$ cat config.mk
export PLATFORM = sky130hd
export DESIGN_NAME = disp_byte_pacer
export DESIGN_NICKNAME = d
export VERILOG_FILES = /design/src/rtl/disp_byte_pacer.sv
export SDC_FILE = /design/constraint.sdc
export NUM_CORES = 1
export LEC_CHECK = 0
export ABC_AREA = 1
export BUFFER_PORTS_ARGS = -buffer_cell sky130_fd_sc_hd__clkbuf_2
export CAP_MARGIN = 20
export CORE_MARGIN = 1.5
export CORE_UTILIZATION = 34
export CTS_BUF_LIST = sky130_fd_sc_hd__clkbuf_8
export CTS_CLUSTER_DIAMETER = 40
export DETAILED_ROUTE_END_ITERATION = 8
export PLACE_DENSITY = 0.5
export SLEW_MARGIN = 20
export SYNTH_ARGS = -nofsm -noshare
export SYNTH_HDL_FRONTEND = slang
export SYNTH_SLANG_ARGS = --single-unit
export TNS_END_PERCENT = 100
$ cat constraint.sdc
create_clock -name clk -period 4.8 [get_ports clk]
set_input_delay 0.48 -clock clk [delete_from_list [all_inputs] [get_ports clk]]
set_output_delay 0.48 -clock clk [all_outputs]
set_load 0.02 [all_outputs]
$ cat src/rtl/disp_byte_pacer.sv
// Purpose: buffers bytes from a byte receiver and scrolls them into an 8-nibble display window, one byte per tick.
// Latency: a byte pushed into an empty FIFO reaches d1/d0 the cycle after the next tick (at most CLKFREQ/SHIFT_HZ+1 cycles).
// Backpressure: din_ready drops when the FIFO is full or during clear/reset; a byte offered while full is dropped and sets overflow.
module disp_byte_pacer #(
  parameter int CLKFREQ  = 100_000_000,
  parameter int SHIFT_HZ = 4,
  parameter int DEPTH    = 8
) (
  input  logic                     clk,
  input  logic                     reset,
  input  logic [7:0]               din,
  input  logic                     din_valid,
  output logic                     din_ready,
  input  logic                     clear,
  input  logic                     hold,
  output logic [3:0]               d7,
  output logic [3:0]               d6,
  output logic [3:0]               d5,
  output logic [3:0]               d4,
  output logic [3:0]               d3,
  output logic [3:0]               d2,
  output logic [3:0]               d1,
  output logic [3:0]               d0,
  output logic                     dp7,
  output logic                     dp6,
  output logic                     dp5,
  output logic                     dp4,
  output logic                     dp3,
  output logic                     dp2,
  output logic                     dp1,
  output logic                     dp0,
  output logic                     overflow,
  output logic [$clog2(DEPTH):0]   fifo_count
);

  localparam int PERIOD = CLKFREQ / SHIFT_HZ;
  localparam int CW     = (PERIOD > 1) ? $clog2(PERIOD) : 1;
  localparam int AW     = $clog2(DEPTH);
  localparam logic [CW-1:0] CNT_MAX = CW'(PERIOD - 1);

  logic [CW-1:0] tick_cnt;
  logic          tick;
  logic [7:0]    mem [DEPTH];
  logic [AW:0]   wptr;
  logic [AW:0]   rptr;
  logic          full;
  logic          empty;
  logic          push;
  logic          pop;
  logic [31:0]   win;   // d7 in the top nibble, d0 in the bottom nibble
  logic [3:0]    dpe;   // even decimal points: bit0=dp0, bit1=dp2, bit2=dp4, bit3=dp6

  assign tick  = (tick_cnt == CNT_MAX);
  assign full  = (wptr[AW] != rptr[AW]) && (wptr[AW-1:0] == rptr[AW-1:0]);
  assign empty = (wptr == rptr);

  // Ready depends only on registered full plus clear/reset, never on din_valid.
  assign din_ready  = ~full & ~clear & ~reset;
  assign push       = din_valid & din_ready;
  assign pop        = tick & ~empty & ~hold & ~clear;
  assign fifo_count = wptr - rptr;

  // Free-running tick counter; clear and hold deliberately leave its phase alone.
  always_ff @(posedge clk) begin
    if (reset)
      tick_cnt <= '0;
    else if (tick)
      tick_cnt <= '0;
    else
      tick_cnt <= tick_cnt + 1'b1;
  end

  // FIFO storage; push is already gated by clear and reset through din_ready.
  always_ff @(posedge clk) begin
    if (push)
      mem[wptr[AW-1:0]] <= din;
  end

  // FIFO pointers; simultaneous push and pop both advance, leaving occupancy unchanged.
  always_ff @(posedge clk) begin
    if (reset || clear) begin
      wptr <= '0;
      rptr <= '0;
    end else begin
      if (push) wptr <= wptr + 1'b1;
      if (pop)  rptr <= rptr + 1'b1;
    end
  end

  // Scrolling window and byte-boundary markers advance by one byte per pop.
  always_ff @(posedge clk) begin
    if (reset || clear) begin
      win <= '0;
      dpe <= '0;
    end else if (pop) begin
      win <= {win[23:0], mem[rptr[AW-1:0]]};
      dpe <= {dpe[2:0], 1'b1};
    end
  end

  // Sticky overflow flag: set when a byte is offered while the FIFO is full.
  always_ff @(posedge clk) begin
    if (reset || clear)
      overflow <= 1'b0;
    else if (din_valid && full)
      overflow <= 1'b1;
  end

  assign d7  = win[31:28];
  assign d6  = win[27:24];
  assign d5  = win[23:20];
  assign d4  = win[19:16];
  assign d3  = win[15:12];
  assign d2  = win[11:8];
  assign d1  = win[7:4];
  assign d0  = win[3:0];
  assign dp6 = dpe[3];
  assign dp4 = dpe[2];
  assign dp2 = dpe[1];
  assign dp0 = dpe[0];
  assign dp7 = 1'b0;
  assign dp5 = 1'b0;
  assign dp3 = 1'b0;
  assign dp1 = 1'b0;

endmodule

# Word level (Yosys, flattened, before mapping)
# Memory sizes are Yosys's and may differ from the RTL's. A register that Yosys moved wholly into a read port is not among the register bits.
# Index checks and enable logic that the tools add are counted.
# totals
reg_bits	70
word_cells	32
output_inout_bits	46
n_memories	1
ramBits	64
# op_classes
reduce_logical	4
n_addsub	4
eq_ne	4
muxes	2
n_bitwise	11
# mem_list
memory	words	width	read_ports	rd_ports_with_merged_regs	wr	line_no	source
mem	8	8	1	1	1	43	logic [7:0] mem [DEPTH];
# ops
cell	count
$add A25 B1 Y25 const B	1
$eq A25 B25 Y1 const B	1
$add A4 B1 Y4 const B	2
$and A1 B1 Y1	6
$not A1 Y1	5
$eq A4 B4 Y1	1
$sub A4 B4 Y4	1
$eq A3 B3 Y1	1
$logic_and A1 B1 Y1	2
$mux W1	2
$reduce_or A2 Y1	1
$logic_or A1 B1 Y1	1
$ne A1 B1 Y1	1

# Longest topological paths before layout
# Gate-level depths: netlist of the first run.
# logic_depth
word_depth	8
mapped_depth	12

# Worst setup path after synthesis of the first run
# No wires, ideal clock.
# synth_timing
path_kind	flip-flop to flip-flop
from	register rptr[1]
to	memory mem[6][0], enable pin
path_buffers	2
slack_ns	2.004
stages_incl_launch_ff	12
arrival_time_ns	2.412
cell_sequence	dfxtp_1 > buf_2 > clkinv_1 > buf_2 > ha_1 > nand2_1 > nor2_1 > nand3_1 > nand3_1 > inv_1 > nand2_1 > nor3_1
# synth_via
elab_chain_cells	8
# synth_lines
element	line_no	source
start: declaration	45	logic [AW:0] rptr;
start signal: assignment	86	if (pop) rptr <= rptr + 1'b1;
$eq A3 B3 Y1	54	assign full = (wptr[AW] != rptr[AW]) && (wptr[AW-1:0] == rptr[AW-1:0]);
$logic_and A1 B1 Y1	54	
$not A1 Y1	58	assign din_ready = ~full & ~clear & ~reset;
$and A1 B1 Y1 (2 in series)	58	
$and A1 B1 Y1	59	assign push = din_valid & din_ready;
$mux W1	75	if (push)
$mux W1 (not written as such)	76	mem[wptr[AW-1:0]] <= din;
end: declaration	43	
# Every way passes these cells.

# Worst setup path after layout of the first run
# layout_timing
from	register rptr[2]
to	memory mem[4][6], enable pin
# The elaborated chain is that of the path after synthesis.

==> impl_results.md, run 1 <==
* Status: finished, final reports clean
* Placer Congestion at 0.8426
* Max IR drop VDD at 0.2069 mV
* Number of detailed-route iterations in the first pass at 4
* Slew margin rel. at 32.18%
* Crit Path Class: reg2reg
* Layout cells sized above 1 at 12.39%
* Latest clock arrival within the worst-skew pair at 0.44 ns
* Multi-input gate area at roughly 2200 µm²
* Final setup vio count at 0
* Initial core utilization at 34.57%
* Root Driver: clkbuf_8
* Synth async-reset ratio at 0%
* Postcts setup bufs at 0
* Syn Area/Cell at a little over 8 µm²
* DR vias at 4681
* TritonCTS Sinks at 134
* Cts bufs inserted at 17
* CTS Hold Buffers Added at 0
* Hold path startpoint: din_valid
* Pint at between 1.5 and 2 mW
* CP max-delay cell: nor2_1
* Distinct cells, synth at 31
* I/O pins at 59
* Leakage at 2.963 nW
* DR WL/cell at 13.81 µm
* Initial antenna violation count at 0
* Register area share after synthesis at 55.77%
* Grt total ovfl at 0
* Ys Warns at 0
* First-pass GRT wire length at 23290 µm
* Setup Total Neg Slack at 0 ns
* Most frequent cells in the layout: 233 x nand2_1, 140 x nor2_1, 73 x inv_1
* Crit-path max cell delay at 0.61 ns
* Cell Rows at 48
* Synthesis-to-layout area growth at 14.32%
* Fin nets at 814
* Reg clk slew, reported paths at about 0.080 ns
* Fill cell count at 1792
* Final min period at approximately 2.9 ns
* Sequential share of power at 55.2%
* Clock Path Buffers at 2
* Worst-path fanout max at 11
* Total chip power at 2.179 mW
* CP required at ~5 ns
* Final ANT Viol Nets at 0
* Worst-Margin Slew at around 1.0 ns
* Dpl hpwl at 10020 µm
* Total wire length at 14250 µm
* RSZ-0062 raised after global routing: no
* Final clock skew at 0.01011 ns
* Hold Path Cell Cnt at 3
* Max H-tree Level at 4
* Final hold vios at 0
* Pwr dens at 319.9 nW/µm²
* Crit path launch type: register
* Chip Width at about 140 µm
* Min-delay worst type: in2reg
* Logic pwr share at 2.2%
* GRT Util Overall at between 15 and 20%
* Die Area at 18330 µm²
* # diodes at 0
* Vias per Instance at 4.536
* Fin crit share at 59.46%
* Max_cap viols at 0
* Die Ht at 135.4 µm
* Endpoint, Worst Hold: overflow
* Core footprint at roughly 17000 µm²
* Netlist Area Pre-Place at slightly below 6000 µm²
* R2R Path End: mem[4][6]
* Critical Path End Type: register
* Crit-path cells: inv_2 > ha_1 > inv_1 > nor2_1 > nand3_1 > nand3_1 > inv_1 > nand2_1 > nor2_1
* Launching point of the worst reg2reg path: rptr[2]
* Commonest non-fill, non-tap cell in the layout: nand2_1
* Synthesized flop and latch total at approximately 130
* Post-CTS resize count at 0
* P_sw at 0.4713 mW
* Largest net degree at the start of global routing at 43
* Initial DRC count at 214
* Max Slew Vio Count at 0
* Top_reg_cell synth: dfxtp_1
* R2R setup slack at 1.95 ns
* Post-synthesis cell count at 740
* Reg area at approximately 3300 µm²
* # DRC at 0
* Data arrival, critical path at between 2 and 3 ns
* CTS tree: built
* FMAX at 350.4 MHz
* Vias in the first global route at 4554
* Worst r2r path cells at 9
* EDFF count, synth at 64
* Clock share of power at 42.7%
* Switching portion of total power at 21.63%
* Port bufs at 54
==> cell usage after synthesis (all sizes together), types with 5 or more instances <==
master | count | area, µm²
nand2 | 234 | 880.9
inv | 72 | 270.3
xor2 | 9 | 78.83
edfxtp | 64 | 1922
clkbuf | 8 | 30.03
a21oi | 17 | 88.84
buf | 20 | 113.9
nor2 | 144 | 548.0
ha | 6 | 75.07
o21ai | 5 | 25.02
dfxtp | 70 | 1401
nand3 | 67 | 345.3
==> cell families (layout without fill, tap and decap cells) <==
family	Yosys count	after routing	synth area share, %
buffers and inverters	101	165	7.014
adders and majority gates	7	7	1.596
AOI/OAI and AO/OA	23	23	2.037
xor gates and xnor gates	13	13	1.911
other	1	4	0.06294
and+or+nand+nor	461	461	31.60
DFF	134	134	55.77
==> through the flow <==
step | instance area [µm²] | cells | setup slack [ns] | util (%) | hold WS [ns]
2_1_floorplan | 5969 | 743 | 2.004 | - | 0.4175
4_1_cts | 6812 | 1032 | 1.962 | 39.52 | 0.2511
3_5_place_dp | 6430 | 1000 | 1.976 | 37.30 | 0.4470
3_3_place_gp | 6430 | 1000 | 2.079 | 37.30 | 0.4297
6_report | 6812 | 1032 | 1.946 | 39.52 | 0.2881
5_1_grt | 6812 | 1032 | 1.668 | 39.52 | 0.2682
==> flip-flops by register name (all words and copies together), names as in the netlist <==
name      count
dpe           4
overflow      1
tick_cnt     25
mem          64
win          32
wptr          4
rptr          4
==> how the worst max path moves through the flow <==
stage	startpoint	end	slack, ns
finish	rptr[2]	mem[4][6]	1.95
global route	rptr[2]	mem[4][4]	1.67
CTS	rptr[2]	dpe[3]	1.96
detailed placement	rptr[2]	mem[4][7]	1.98
global placement	rptr[2]	mem[4][5]	2.08
floorplan	rptr[1]	mem[6][0]	2.00
==> layer usage <==
layer | part of all wire, % | vias up | track usage (%)
met3 | 3.9 | 17 | 3.779
met2 | 50 | 78 | 28.88
met1 | 44 | 2157 | 20.57
li1 | - | 2429 | -
met5 | 0 | - | 0
met4 | 1.4 | 0 | 6.093
==> final cells by class <==
type / count / area share (%)
inverter: 73 / 4.023
multi-input combinational: 508 / 32.83
sequential: 134 / 48.79
timing repair buffer: 60 / 4.629
clock inverter: 15 / 2.168
tap: 225 / 4.133
clock buffer: 17 / 3.435
==> power groups by stage <==
stage               combinational, mW  clock, mW  sequential, mW
detailed placement             0.0483          0            1.23
finish                         0.0471      0.930            1.20
CTS                            0.0484      0.954            1.20
global placement               0.0478          0            1.23
floorplan                      0.0268          0            1.23
global route                   0.0523      0.998            1.20
==> worst max-delay path: cells and delay by family (launching register included) <==
kind          cells  cell delay, ns
buf+inv           3            0.42
flops             1            0.57
simple gates      5            1.11
fa+ha+maj         1            0.38
(Power assumes the default switching activity.)
==> run 2: changes to the inputs <==
Settings changed: ABC_AREA 1 to 0, PLACE_DENSITY 0.5 to 0.52.
Clock period 4.8 ns to 2.6 ns, I/O delays scaled along.
==> impl_results.md, run 2 <==
* Initial antenna violation count at 0
* Fin nets at 549
* Synthesized flop and latch total at 134
* Cell Rows at 46
* Status: finished, final reports clean
* Synth top area cells: edfxtp_1 35%, dfxtp_1 25%, mux2i_1 13%
* Max FFs per register at 64
* Reg clk slew, reported paths at approximately 0.08 ns
* Register area share after synthesis at 59.74%
* Critical Path End Type: primary output
* Number of detailed-route iterations in the first pass at 4
* Adder-cell share of the synthesized area at 1.709%
* CTS Hold Buffers Added at 0
* Vias per Instance at 4.927
* Grt total ovfl at 0
* Syn Area/Cell at 11.94 µm²
* Final hold vios at 0
* Vias in the first global route at around 3500
* Top_reg_cell synth: dfxtp_1
* Data arrival, critical path at 2.12 ns
* Placer Congestion at 0.7942
* Largest area contributor in the netlist: edfxtp_1
* Wire length on met1 at between 5000 and 6000 µm
* Dpl hpwl at around 7700 µm
* Port bufs at 54
* Latest clock arrival within the worst-skew pair at 0.44 ns
* Root Driver: clkbuf_8
* Commonest cells in the synthesized netlist: 70 x dfxtp_1, 70 x mux2i_1, 64 x edfxtp_1
* First-pass GRT wire length at 18710 µm
* Final core utilization at 40.68%
* Fill cell count at 1533
* Most frequent cells in the layout: 70 x mux2i_1, 69 x dfxtp_1, 64 x edfxtp_1
* Total wire length at 11860 µm
* TritonCTS Sinks at 134
* Top routing layer used: met4
* Commonest non-fill, non-tap cell in the layout: mux2i_1
* Worst-Margin Slew at 0.8349 ns
* Final ANT Viol Nets at 0
* # diodes at 0
* Min-delay worst type: in2reg
* DR WL met3 at 426 µm
* Distinct cells, synth at 45
* Core footprint at 15940 µm²
* Worst-path fanout max at 8
* Mux contribution to synthesized area at 12.60%
* Max_cap viols at 0
* Die Area at 17140 µm²
* DR vias at 3735
* Chip Width at approximately 130 µm
* Max H-tree Level at 4
* Netlist Area Pre-Place at ~5600 µm²
* Max Slew Vio Count at 0
* Layout cells sized above 1 at 19.56%
* Max IR drop VDD at 0.2969 mV
* DR WL/cell at 15.64 µm
* Synth top area share at between 30 and 40%
* Total chip power at 3.961 mW
* GRT Util Overall at ~15%
* Die Ht at 130.9 µm
* Crit path launch type: register
* Ys Warns at 0
* Leakage at 2.166 nW
* Fin crit share at 91.44%
* Pwr dens at 610.8 nW/µm²
* CTS tree: built
* Xor and xnor area share after synthesis at under 10%
* Post-synthesis simple-gate area fraction at 13.52%
* Final setup vio count at 0
* Crit Path Class: reg2out
* Slew margin rel. at 44.13%
* Final min period at 2.378 ns
* Cts bufs inserted at 17
* Post-CTS resize count at 0
* DR WL met2 at 5337 µm
* Synthesis-to-layout area growth at 16.58%
* Initial DRC count at about 260
* Synth async-reset ratio at 0%
* Setup Total Neg Slack at 0 ns
* CP required at 2.34 ns
* EDFF count, synth at 64
* RSZ-0062 raised after global routing: no
* Initial core utilization at a little over a third
* Clock Path Buffers at 2
* Final clock skew at 0.009197 ns
* Largest family of logic cells by synthesized area: simple AND/OR/NAND/NOR gates
* FMAX at around 420 MHz
* Synth Area in Compound Gates at 6.095%
* Postcts setup bufs at 0
* Post-synthesis cell count at around 470
* Largest net degree at the start of global routing at slightly below 50
* I/O pins at 59
* # DRC at 0
## run 2: path summary, 6_finish.rpt
check	start	endpoint	slack [ns]	cells past startpoint
max	wptr[0]	fifo_count[2]	0.22	5
min reg2reg	win[30]	win[30]	0.46	2
max reg2reg	wptr[0]	mem[0][3]	0.41	6
min	din[6]	mem[3][6]	0.11	1
## run 2: final cells by class
type | instances | area [µm²] | area share [%]
inverter | 9 | 33.78 | 0.5209
sequential | 134 | 3324 | 51.26
clock inverter | 15 | 145.1 | 2.238
tap | 216 | 270.3 | 4.167
clock buffer | 17 | 234.0 | 3.608
timing repair buffer | 68 | 387.9 | 5.981
multi-input combinational | 299 | 2090 | 32.22
## run 2: power breakdown
group          total (mW)  leakage [nW]  switching [mW]  internal, mW
Clock                1.65         0.185           0.873         0.778
Combinational      0.0899         0.839          0.0660        0.0239
Sequential           2.22          1.14         0.00726          2.21
## run 2: cells by family after synthesis
family                   count (synthesis)
XOR/XNOR                                20
AND/OR/NAND/NOR                        148
flip-flops                             134
multiplexers                            70
other                                    1
AO/OA/AOI/OAI                           50
buffers and inverters                   36
adder cells (fa/ha/maj)                  7
## run 2: routing by layer
layer  global-route usage [%]  vias up
met5                        0        -
met4                    5.171        0
met3                    4.927       11
met2                    22.69       67
met1                    19.57     1825
li1                         -     1832
## run 2: stage by stage
step	cell area, µm²	hold slack [ns]	instances	setup WS (ns)
floorplan	5574	0.3589	469	0.1150
global placement	6106	0.4434	726	0.4838
detailed placement	6106	0.4490	726	0.4618
CTS	6485	0.06588	758	0.1962
global route	6485	0.06821	758	0.1168
finish	6485	0.1076	758	0.2224
## run 2: critical path: stages, from the launching register on
cell and delay [ns]:
dfxtp_1 0.47, inv_1 0.12, ha_1 0.24, fa_1 0.38, xnor2_1 0.24, clkbuf_2 0.22
